## config.mk

```make
export PLATFORM = sky130hd
export DESIGN_NAME = mem_arbiter
export DESIGN_NICKNAME = d
export VERILOG_FILES = /design/src/rtl/mem_arbiter.sv
export SDC_FILE = /design/constraint.sdc
export NUM_CORES = 1
export LEC_CHECK = 0
export ABC_CLOCK_PERIOD_IN_PS = 4400
export CELL_PAD_IN_SITES_DETAIL_PLACEMENT = 0
export CELL_PAD_IN_SITES_GLOBAL_PLACEMENT = 1
export CORE_MARGIN = 8
export CORE_UTILIZATION = 32
export DETAILED_ROUTE_END_ITERATION = 7
export PLACE_DENSITY_LB_ADDON = 0.1
export SYNTH_ARGS = -nofsm -noshare
export SYNTH_HDL_FRONTEND = slang
export SYNTH_SLANG_ARGS = --single-unit
export TNS_END_PERCENT = 10
```

## constraint.sdc

```tcl
create_clock -name sysclk -period 4.4 [get_ports sysclk]
set_clock_uncertainty 0.15 [all_clocks]
set_input_delay 0.88 -clock sysclk [delete_from_list [all_inputs] [get_ports sysclk]]
set_output_delay 0.88 -clock sysclk [all_outputs]
set_load 0.005 [all_outputs]
```

## src/rtl/mem_arbiter.sv

```systemverilog
// Two-port memory arbiter: an instruction-fetch port and a data port share
// one downstream memory interface. Round-robin choice on contention, one
// outstanding downstream transaction, and an optional access timeout that
// aborts a stalled transaction and raises a sticky bus error.
module mem_arbiter #(
    parameter int unsigned TIMEOUT = 1024
) (
    input  logic        sysclk,
    input  logic        nrst_in,

    // Instruction fetch port (read only)
    input  logic        i_req,
    input  logic [31:0] i_addr,
    output logic        i_gnt,
    output logic        i_done,
    output logic [31:0] i_rdata,

    // Data port (read / write)
    input  logic        d_req,
    input  logic        d_we,
    input  logic [31:0] d_addr,
    input  logic [31:0] d_wdata,
    output logic        d_gnt,
    output logic        d_done,
    output logic [31:0] d_rdata,

    // Downstream memory interface
    output logic        m_req,
    output logic        m_we,
    output logic [31:0] m_addr,
    output logic [31:0] m_wdata,
    input  logic        m_ack,
    input  logic [31:0] m_rdata,

    // Sticky error flag, set by any timeout
    output logic        bus_err
);

    // A zero TIMEOUT turns the abort mechanism off entirely.
    localparam bit          TO_EN    = (TIMEOUT != 0);
    // The counter only has to reach TIMEOUT-1, so clog2(TIMEOUT) bits suffice.
    localparam int          CNT_W    = (TIMEOUT > 1) ? $clog2(TIMEOUT) : 1;
    localparam int unsigned LAST_U   = (TIMEOUT == 0) ? 0 : TIMEOUT - 1;
    localparam logic [CNT_W-1:0] CNT_LAST = LAST_U[CNT_W-1:0];

    typedef enum logic {
        ST_IDLE   = 1'b0,
        ST_ACCESS = 1'b1
    } state_t;

    typedef enum logic {
        OWN_I = 1'b0,
        OWN_D = 1'b1
    } owner_t;

    state_t             state_q,   state_d;
    owner_t             owner_q,   owner_d;
    logic               prio_d_q,  prio_d_d;   // 1: data wins the next tie
    logic [CNT_W-1:0]   cnt_q,     cnt_d;
    logic               m_we_q,    m_we_d;
    logic [31:0]        m_addr_q,  m_addr_d;
    logic [31:0]        m_wdata_q, m_wdata_d;
    logic [31:0]        i_rdata_q, i_rdata_d;
    logic [31:0]        d_rdata_q, d_rdata_d;
    logic               i_done_q,  i_done_d;
    logic               d_done_q,  d_done_d;
    logic               bus_err_q, bus_err_d;

    // Completion of the current access, either by ack or by timeout
    logic               finish;
    logic [31:0]        fin_data;

    // Next-state, grant and completion logic
    always_comb begin
        state_d   = state_q;
        owner_d   = owner_q;
        prio_d_d  = prio_d_q;
        cnt_d     = cnt_q;
        m_we_d    = m_we_q;
        m_addr_d  = m_addr_q;
        m_wdata_d = m_wdata_q;
        i_rdata_d = i_rdata_q;
        d_rdata_d = d_rdata_q;
        i_done_d  = 1'b0;
        d_done_d  = 1'b0;
        bus_err_d = bus_err_q;
        i_gnt     = 1'b0;
        d_gnt     = 1'b0;
        finish    = 1'b0;
        fin_data  = 32'h0;

        case (state_q)
            ST_IDLE: begin
                cnt_d = '0;
                // Grants are combinational; suppressed while reset is held
                // so nothing is ever acknowledged to a requester in reset.
                if (nrst_in && d_req && (!i_req || prio_d_q)) begin
                    d_gnt     = 1'b1;
                    owner_d   = OWN_D;
                    prio_d_d  = 1'b0;
                    m_we_d    = d_we;
                    m_addr_d  = d_addr;
                    m_wdata_d = d_wdata;
                    state_d   = ST_ACCESS;
                end else if (nrst_in && i_req) begin
                    i_gnt     = 1'b1;
                    owner_d   = OWN_I;
                    prio_d_d  = 1'b1;
                    m_we_d    = 1'b0;
                    m_addr_d  = i_addr;
                    m_wdata_d = 32'h0;
                    state_d   = ST_ACCESS;
                end
            end

            ST_ACCESS: begin
                // An ack on the final allowed cycle still counts as success.
                if (m_ack) begin
                    finish   = 1'b1;
                    fin_data = m_rdata;
                end else if (TO_EN && (cnt_q == CNT_LAST)) begin
                    finish    = 1'b1;
                    fin_data  = 32'h0;
                    bus_err_d = 1'b1;
                end else if (TO_EN) begin
                    cnt_d = cnt_q + 1'b1;
                end
            end

            default: begin
                state_d = ST_IDLE;
            end
        endcase

        // Route the result to whichever port owns the access; the done
        // pulse lands in the following (IDLE) cycle.
        if (finish) begin
            state_d = ST_IDLE;
            cnt_d   = '0;
            if (owner_q == OWN_D) begin
                d_done_d  = 1'b1;
                d_rdata_d = fin_data;
            end else begin
                i_done_d  = 1'b1;
                i_rdata_d = fin_data;
            end
        end
    end

    // State register with synchronous active-low reset
    always_ff @(posedge sysclk) begin
        if (!nrst_in) begin
            state_q   <= ST_IDLE;
            owner_q   <= OWN_I;
            prio_d_q  <= 1'b1;
            cnt_q     <= '0;
            m_we_q    <= 1'b0;
            m_addr_q  <= 32'h0;
            m_wdata_q <= 32'h0;
            i_rdata_q <= 32'h0;
            d_rdata_q <= 32'h0;
            i_done_q  <= 1'b0;
            d_done_q  <= 1'b0;
            bus_err_q <= 1'b0;
        end else begin
            state_q   <= state_d;
            owner_q   <= owner_d;
            prio_d_q  <= prio_d_d;
            cnt_q     <= cnt_d;
            m_we_q    <= m_we_d;
            m_addr_q  <= m_addr_d;
            m_wdata_q <= m_wdata_d;
            i_rdata_q <= i_rdata_d;
            d_rdata_q <= d_rdata_d;
            i_done_q  <= i_done_d;
            d_done_q  <= d_done_d;
            bus_err_q <= bus_err_d;
        end
    end

    assign m_req   = (state_q == ST_ACCESS);
    assign m_we    = m_we_q;
    assign m_addr  = m_addr_q;
    assign m_wdata = m_wdata_q;
    assign i_done  = i_done_q;
    assign d_done  = d_done_q;
    assign i_rdata = i_rdata_q;
    assign d_rdata = d_rdata_q;
    assign bus_err = bus_err_q;

endmodule

```

==> reports/qor.yml, run 1 <==
yosysWarnings: 0
min_from: "i_rdata[26]"
worstPathRequired_ns: 3.37
timing.final.crit_share_pct: 82.2
synth_seq_area_share_pct: 48.3
worstSkewPairLatency_ns: 0.42
ys_types: 40
drt-total-wl_um: 23400
hold_violations: 0
fin_util_pct: 50.8
cts.clk_slew.worst_paths_ns: 0.07
powerDensity_nw_per_um2: 381
layout.nets: 1066
numCtsBuffers: 17
die_w_um: 153
synthToLayoutAreaGrowth_pct: 57.3
floorplan.die_area_um2: 23400
synth_cells: 706
multi_input_area_um2: 2550
grt.total_usage_pct: 19.5
cp_cell_sequence: "clkdlybuf4s50_1 > nor2b_4 > and3_1 > clkdlybuf4s50_1"
min_period_ns: 3.62
r2r-start: "cnt_q[0]"
crit_fanout: 17
p_leak_nw: 3.11
grt_setup_unrepaired: "false"
critPathLaunchType: "input port"
synth.most_common_cell: "dfxtp_1"
io_pins: 269
dp_hpwl_um: 16600
synth_area_per_cell_um2: 8.50
port_buffers: 268
worstSetupEndpointType: "output pin"
grt_max_degree: 66
cpPeakStageDelay_ns: 0.55
via_count: 6408
routabilityCongestion: 0.782
fmax_mhz: 277
first_iter_violations: 435
worst_slew_pin_slew_ns: 1.19
grt_pass1_vias: 6491
clockBufferDepth: 2
startpoint: "nrst_in"
maxSlewHeadroom_pct: 20.6
rows: 50
finalSetupViolations: 0
diodes: 0
cts_resized: 0
grt_pass1_wl_um: 36600
cts_setup_buffers: 0
vias_per_cell: 5.44
slew_violations: 0
cts_tree: "built"
irDropWorstVdd_mv: 0.275
yosys.area.top_type: "dfxtp_1"
syn_area_um2: 6000
antenna_found_initial: 1
ctsHoldBuffers: 0
num-fill-cells: 1713
cts.sinks: 145
root_buffer: "clkbuf_16"
firstDrtPassIters: 5
grt-ovfl-total: 0
drc_errors: 0
synth_area_leaders: "dfxtp_1 (48%), o21ai_0 (10%), a22oi_1 (8.0%)"
ff_latch_area_um2: 2900
tns_ns: 0
status: "completed"
die_h_um: 153
synth_commonest_cells: "dfxtp_1 (145), o21ai_0 (125), nand4_1 (76)"
critPathMostFrequentCell: "clkdlybuf4s50_1"
synth_top_cell_area_share_pct: 48.3
synth_edf_count: 0
synthesis.nets: 841
synthArstFlopShare_pct: 0
h-tree-depth: 4
worstSetupPathType: "in -> out"
postRouteAntennaNets: 0
crit_arrival_ns: 2.59
fp.coreArea_um2: 18600
final_layout_size_suffix_gt1_share_pct: 6.25
hp-class: "reg -> reg"
synth_flop_cell: "dfxtp_1"
drv_cap: 0
synth_seq_cells: 145
critPathSlowestCell: "clkdlybuf4s50_1"
wl_per_cell_um: 19.9
initial_core_util_pct: 32.3
[where the power goes]
| group | internal [mW] | switching (mW) | leakage (nW) |
|---|---|---|---|
| logic | 0.290 | 0.239 | 1.61 |
| registers | 1.39 | 0.0527 | 1.18 |
| clock network | 1.02 | 0.609 | 0.319 |
| total | 2.70 | 0.900 | 3.11 |
[placed cells by master, fill, tap and decap left out, types with 11 or more instances in the layout]
cell type        instances
nand3_1                 14
a31oi_1                 21
clkbuf_16               17
buf_4                   15
inv_1                   65
dfxtp_1                145
o21ai_0                125
clkdlybuf4s50_1        267
a22oi_1                 64
nand4_1                 76
a21oi_1                 44
a311oi_1                11
[worst max-delay path: cells and delay by family]
family / cells / cell delay, ns
simple gates: 2 / 0.66
buf+inv: 2 / 1.04
[registers in the layout, summed over array words and instances, names as in the netlist]
register / cells
d_done: 1
bus_err: 1
m_req: 1
m_we: 1
i_rdata: 32
cnt_q: 10
m_addr: 32
i_done: 1
prio_d_q: 1
owner_q: 1
m_wdata: 32
d_rdata: 32
[per-layer routing]
metal	share of wire [%]	wire length (µm)	global-route usage, %
met1	41	9540	22.2
met2	46	10800	31.5
met3	11	2550	9.08
met4	2.3	535	6.93
met5	0.047	11	0
[area by class of cell]
class                   instances  share of cell area, %
multi-input cells             418                   27.0
repair buffers                283                   29.5
flip-flops and latches        145                   30.7
clock buffers                  18                   4.54
inverters                      66                   2.62
well taps                     234                   3.10
clock inverters                14                   2.42
[stage by stage]
stage | power [mW] | hold WS (ns) | std cells | area, µm² | worst slack [ns]
global route | 3.74 | 0.335 | 1178 | 9450 | 0.701
detailed placement | 2.00 | 0.312 | 1146 | 8790 | 0.802
floorplan | 1.65 | 0.311 | 706 | 6000 | 1.89
finish | 3.60 | 0.322 | 1178 | 9450 | 0.783
global placement | 1.99 | 0.305 | 1146 | 8790 | 0.831
CTS | 3.64 | 0.322 | 1178 | 9450 | 0.787
[kinds of logic after synthesis]
kind of cell               Yosys count  synth area share [%]
xor gates and xnor gates             3                 0.438
adders and majority gates            1                 0.208
buffers and inverters              143                  9.50
DFF                                145                  48.3
and+or+nand+nor                    128                  13.1
AOI/OAI and AO/OA                  286                  28.4
[final timing paths]
check | endpoint | slack (ns) | cells past startpoint
max reg2reg | d_rdata[16] | 2.05 | 5
min | i_rdata[26] | 0.32 | 2
min reg2reg | i_rdata[26] | 0.32 | 2
max | d_gnt | 0.78 | 4
Power figures use the tool's default switching activity.
==> run 2: changes to the inputs <==
Settings changed: ABC_CLOCK_PERIOD_IN_PS 4400 to 3200, CORE_UTILIZATION 32 to 27.
Clock period 4.4 ns to 3.2 ns, I/O delays scaled along.
==> run 2 against run 1 <==
Effect of this change:
- critical path depth unchanged
- combinational power up 39%
- setup slack worse by 0.46 ns
- sequential power up 37%
- hold slack worse by 0.0031 ns
- global-route usage down 2.8 points
- sequential share of layout area down 0.19 points
- sequential cell count unchanged
- wire length up 0.32%
- non-clock buffer count up 6
- first-iteration DRC count down 16%
- critical path type unchanged
- largest cell class unchanged
- largest power group is now sequential cells
==> reports/qor.yml, run 2 (synthesis gave the netlist of run 1 again) <==
status: "completed"
floorplan.die_area_um2: 27300  # +17%
cpPeakStageDelay_ns: 0.57  # +0.02 ns
final_layout_size_suffix_gt1_share_pct: 6.85  # +0.60 points
worst_slew_pin_slew_ns: 0.824  # -0.365 ns
clockBufferDepth: 2  # unchanged
critPathMostFrequentCell: "clkdlybuf4s50_1"
rrSetupSlack_ns: 1.06  # -0.99 ns
h-tree-depth: 4  # unchanged
numCtsBuffers: 17  # unchanged
fmax_mhz: 348
initial_core_util_pct: 27.5  # -4.8 points
worstSkewPairLatency_ns: 0.41  # about the same
holdWs_ns: 0.319  # -0.00307 ns
cts.clk_slew.worst_paths_ns: 0.06  # about the same
layout.nets: 1072  # +0.56%
grt-ovfl-total: 0  # unchanged
cts_setup_buffers: 0  # unchanged
cts.sinks: 145  # unchanged
hp-class: "reg -> reg"
dp.cells: 1198  # +4.5%
grt_pass1_wl_um: 35500  # -2.9%
setup_slack_ns: 0.328  # -0.456 ns
worstSetupPathType: "in -> out"
finalSetupViolations: 0  # unchanged
stdcell_count: 1231  # +4.5%
fp.coreArea_um2: 21800  # +17%
crit_arrival_ns: 2.08  # -0.51 ns
wl_met1_um: 9440  # -1.0%
final_common_cell: "clkdlybuf4s50_1"
drc_errors: 0  # unchanged
min_from: "i_rdata[0]"
met2WireLength_um: 10900  # +1.1%
timing.final.crit_share_pct: 89.8
dp_hpwl_um: 16800  # +0.97%
cts_tree: "built"
reg2reg_depth: 5  # unchanged
drv_cap: 0  # unchanged
pre_cts_ws_ns: 0.335  # -0.467 ns
first_iter_violations: 366  # -16%
port_buffers: 268  # unchanged
critPathLaunchType: "input port"
worstReg2RegEnd: "cnt_q[6]"
postRouteAntennaNets: 0  # unchanged
vias_per_cell: 5.11  # -6.1%
critical_path.endpoint: "d_gnt"
grt.total_usage_pct: 16.7  # -2.8 points
slew_violations: 0  # unchanged
route.met3.wl_um: 2740  # +7.3%
p_leak_nw: 3.12  # +0.35%
firstDrtPassIters: 5  # unchanged
grt_max_degree: 66  # unchanged
stdcell_area_um2: 9500  # +0.62%
fin_util_pct: 43.6  # -7.3 points
startpoint: "nrst_in"
worstSetupEndpointType: "output pin"
grt_setup_unrepaired: "false"
die_w_um: 165  # +7.9%
place_area_um2: 8910  # +1.5%
cp_cell_sequence: "clkdlybuf4s50_1 > nor2b_4 > and3_1 > clkdlybuf4s50_1"
via_count: 6285  # -1.9%
final_cell_mix: "clkdlybuf4s50_1 (267), dfxtp_1 (145), o21ai_0 (125)"
wl_per_cell_um: 19.1  # -4.0%
worstPathRequired_ns: 2.41  # -0.96 ns
maxSlewHeadroom_pct: 44.6  # +24 points
powerDensity_nw_per_um2: 494  # +30%
cts_resized: 0  # unchanged
min_period_ns: 2.87
antenna_found_initial: 3  # +2
grt_pass1_vias: 6267  # -3.5%
rows: 54  # +8.0%
ctsHoldBuffers: 0  # unchanged
critPathSlowestCell: "clkdlybuf4s50_1"
die_h_um: 165  # +7.9%
routabilityCongestion: 0.762  # -2.6%
root_buffer: "clkbuf_16"
synthToLayoutAreaGrowth_pct: 58.3
drt-total-wl_um: 23500  # +0.32%
tns_ns: 0  # unchanged
io_pins: 269  # unchanged
crit_fanout: 5  # -12
irDropWorstVdd_mv: 0.374  # +36%
power_mw: 4.70  # +31%
r2r-start: "cnt_q[0]"
hold_violations: 0  # unchanged
top_layer_used: "met5"
==> run 2: cell types whose count changed in the layout (fill, tap and decap cells not counted) <==
cell | previous run | this run
clkbuf_8 | 0 | 2
clkinv_2 | 1 | 4
buf_12 | 0 | 2
bufinv_16 | 5 | 2
clkbuf_1 | 1 | 0
diode_2 | 0 | 2
buf_4 | 15 | 19
inv_8 | 2 | 0
==> run 2: critical path: cells and delay by family <==
family / cells / cell delay (ns)
buffers and inverters: 2 / 1.06
and+or+nand+nor: 2 / 0.38
==> run 2: area by class of cell <==
cell class | count | area [µm²]
multi-input combinational | 418 | 2550
sequential | 145 | 2900
clock inverter | 12 | 131
timing repair buffer | 289 | 2860
clock buffer | 19 | 453
tap | 280 | 350
fill | 2139 | 12300
inverter | 66 | 248
antenna | 2 | 5.00
==> run 2: power breakdown <==
part	total [mW]	switching (mW)	internal [mW]
Combinational	0.735	0.328	0.407
Clock	1.98	0.797	1.19
Sequential	1.98	0.0697	1.91
Total	4.70	1.19	3.50
==> run 2: worst min-delay path by stage <==
stage	end	slack [ns]	cells after the start
detailed placement	i_rdata[0]	0.31	2
CTS	i_rdata[0]	0.32	2
global placement	i_rdata[19]	0.31	2
floorplan	cnt_q[9]	0.31	2
finish	i_rdata[0]	0.32	2
global route	i_rdata[0]	0.33	2
==> run 2: per-layer routing <==
metal / up-vias / global-route usage (%)
met5: - / 0
met4: 2 / 5.65
met3: 28 / 8.60
met2: 223 / 26.3
met1: 2965 / 19.2
li1: 3067 / -
==> run 3: changes to the inputs <==
Settings changed: ABC_AREA set to 1, CORE_UTILIZATION 27 to 25.
==> run 3 against run 2 <==
Effect of this change:
- fmax down 5.1%
- critical path depth up 3
- global-route usage down 1.3 points
- hold slack worse by 0.0086 ns
- wire length down 8.7%
- count of clock-buffer cells in the layout up 1
- sequential cell count unchanged
- critical path type unchanged
- largest power group is now clock
==> reports/qor.yml, run 3 <==
final_layout_size_suffix_gt1_share_pct: 5.72  # -1.1 points
cp_cell_sequence: "clkdlybuf4s50_1 > nand2_1 > nand3_1 > a21oi_4 > nand2_1 > inv_1 > clkdlybuf4s50_1"
rows: 55  # +1.9%
antenna_found_initial: 1  # -2
synth_cells: 755  # +6.9%
io_pins: 269  # unchanged
fp.coreArea_um2: 22400  # +2.5%
cp_top_family: "buffers and inverters"
synth_top_family_by_area: "simple AND/OR/NAND/NOR gates"
cts.sinks: 145  # unchanged
stdcell_count: 1299  # +5.5%
critPathSlowestCell: "clkdlybuf4s50_1"
crit_arrival_ns: 2.24  # +0.16 ns
synth_area_leaders: "dfxtp_1 (51%), nand2_1 (19%), a21oi_1 (7.9%)"
power.net_switching_mw: 1.21  # +1.1%
synth.most_common_cell: "nand2_1"
stdcell_area_um2: 9060  # -4.6%
h-tree-depth: 4  # unchanged
worst-path-buf-inv: 3  # +1
die_w_um: 166  # +0.63%
worstSetupPathType: "in -> out"
netSwitchingFraction_pct: 26.4  # +0.94 points
dp.cells: 1267  # +5.8%
initial_core_util_pct: 25.2  # -2.3 points
routabilityCongestion: 0.728  # -4.4%
vias_per_cell: 4.36  # -15%
via_count: 5662  # -9.9%
synth.area.mux_share_pct: 0  # unchanged
route.met3.wl_um: 1850  # -32%
floorplan.die_area_um2: 27600  # +1.3%
worstSetupEndpointType: "output pin"
irDropWorstVdd_mv: 0.281  # -25%
grt-ovfl-total: 0  # unchanged
synthArstFlopShare_pct: 0  # unchanged
setup_slack_ns: 0.172  # -0.156 ns
holdWs_ns: 0.310  # -0.00856 ns
grt_setup_unrepaired: "false"
fmax_mhz: 330  # -5.1%
top_layer_used: "met5"
postRouteAntennaNets: 0  # unchanged
yosys.area_share.simple_pct: 29.1  # +16 points
root_buffer: "clkbuf_16"
synth_top_cell_area_share_pct: 51.5  # +3.1 points
numCtsBuffers: 17  # unchanged
seq_power_share_pct: 42.1  # about the same
yosysWarnings: 0  # unchanged
synth_fa_ha_area_share_pct: 0.222  # +0.014 points
fin_util_pct: 40.5  # -3.0 points
internal-power_mw: 3.37  # -3.8%
synth_area_per_cell_um2: 7.47  # -12%
hp-class: "reg -> reg"
wl_per_cell_um: 16.5  # -13%
pre_cts_ws_ns: 0.164  # -0.172 ns
p_clk_share_pct: 43.1  # +0.9 points
status: "completed"
min_period_ns: 3.03  # +0.156 ns
yosys.area.top_type: "dfxtp_1"
final_cell_mix: "nand2_1 (289), clkdlybuf4s50_1 (267), dfxtp_1 (145)"
die_h_um: 166  # +0.63%
first_iter_violations: 322  # -12%
num-fill-cells: 2317  # +8.3%
tns_ns: 0  # unchanged
syn_area_um2: 5640  # -6.1%
port_buffers: 268  # unchanged
grt_pass1_vias: 5784  # -7.7%
slew_violations: 0  # unchanged
final_common_cell: "nand2_1"
power_mw: 4.58  # -2.5%
firstDrtPassIters: 4  # -1
synth_commonest_cells: "nand2_1 (289), dfxtp_1 (145), a21oi_1 (89)"
clockBufferDepth: 2  # unchanged
diodes: 0  # -2
cts_tree: "built"
met2WireLength_um: 9910  # -9.3%
finalSetupViolations: 0  # unchanged
grt_pass1_wl_um: 33500  # -5.7%
cpPeakStageDelay_ns: 0.50  # -0.07 ns
synthToLayoutAreaGrowth_pct: 60.8
drt-total-wl_um: 21500  # -8.7%
synth_flop_cell: "dfxtp_1"
grt.total_usage_pct: 15.4  # -1.3 points
synth_compound_area_share_pct: 12.2  # -16 points
maxSlewHeadroom_pct: 46.3  # +1.6 points
hold_violations: 0  # unchanged
worstSkewPairLatency_ns: 0.42  # about the same
worst_slew_pin_slew_ns: 0.803  # -0.0209 ns
ctsHoldBuffers: 0  # unchanged
synth_seq_cells: 145  # unchanged
powerDensity_nw_per_um2: 505  # +2.2%
wl_met1_um: 9470  # +0.26%
p_leak_nw: 3.32  # +6.3%
synth_edf_count: 0  # unchanged
drc_errors: 0  # unchanged
crit_fanout: 5  # unchanged
cts.clk_slew.worst_paths_ns: 0.07  # about the same
timing.final.crit_share_pct: 94.6  # +4.9 points
layout.nets: 1136  # +6.0%
synth_seq_area_share_pct: 51.5  # +3.1 points
place_area_um2: 8480  # -4.8%
critPathLaunchType: "input port"
worstPathRequired_ns: 2.41  # about the same
synthXorXnorAreaFrac_pct: 0.777  # +0.34 points
cts_setup_buffers: 0  # unchanged
cts_resized: 0  # unchanged
ys_types: 26  # -35%
grt_max_degree: 65  # -1.5%
drv_cap: 0  # unchanged
comb_power_share_pct: 14.8  # -0.8 points
synthesis.nets: 890  # +5.8%
dp_hpwl_um: 14600  # -13%
## run 3: cells by family after synthesis
group                      count (synthesis)
and+or+nand+nor                          405
buffers and inverters                     65
adders and majority gates                  1
xor gates and xnor gates                   5
AOI/OAI and AO/OA                        134
DFF                                      145
## run 3: area by class of cell
class / count / area, µm² / share of cell area [%]
sequential: 145 / 2900 / 32.0
multi-input combinational: 545 / 2380 / 26.3
clock inverter: 12 / 123 / 1.35
clock buffer: 20 / 457 / 5.04
inverter: 11 / 41.3 / 0.456
timing repair buffer: 281 / 2800 / 30.9
tap: 285 / 357 / 3.93
## run 3: final timing paths
kind | start | endpoint | slack (ns) | cells past startpoint
max | i_req | i_gnt | 0.17 | 7
min | m_wdata[9] | m_wdata[9] | 0.31 | 2
max reg2reg | cnt_q[0] | i_rdata[30] | 0.99 | 8
min reg2reg | m_wdata[9] | m_wdata[9] | 0.31 | 2
## run 3: power by group through the flow
stage / registers [mW] / clock network [mW] / logic, mW
2_1_floorplan: 1.97 / 0 / 0.267
4_1_cts: 1.93 / 2.04 / 0.694
6_report: 1.93 / 1.97 / 0.678
5_1_grt: 1.94 / 2.12 / 0.745
3_3_place_gp: 1.97 / 0 / 0.698
3_5_place_dp: 1.97 / 0 / 0.690
## run 3: tightest hold or removal path: cells and delay by family (launching register included)
family             cells  cell delay (ns)
DFF                    1             0.31
and+or+nand+nor        1             0.06
AOI/OAI and AO/OA      1             0.05
## run 3: routing by layer
metal | vias to the layer above | track usage, %
met5 | - | 0
met4 | 2 | 4.31
met3 | 18 | 6.92
met2 | 155 | 25.1
met1 | 2555 | 18.0
li1 | 2932 | -
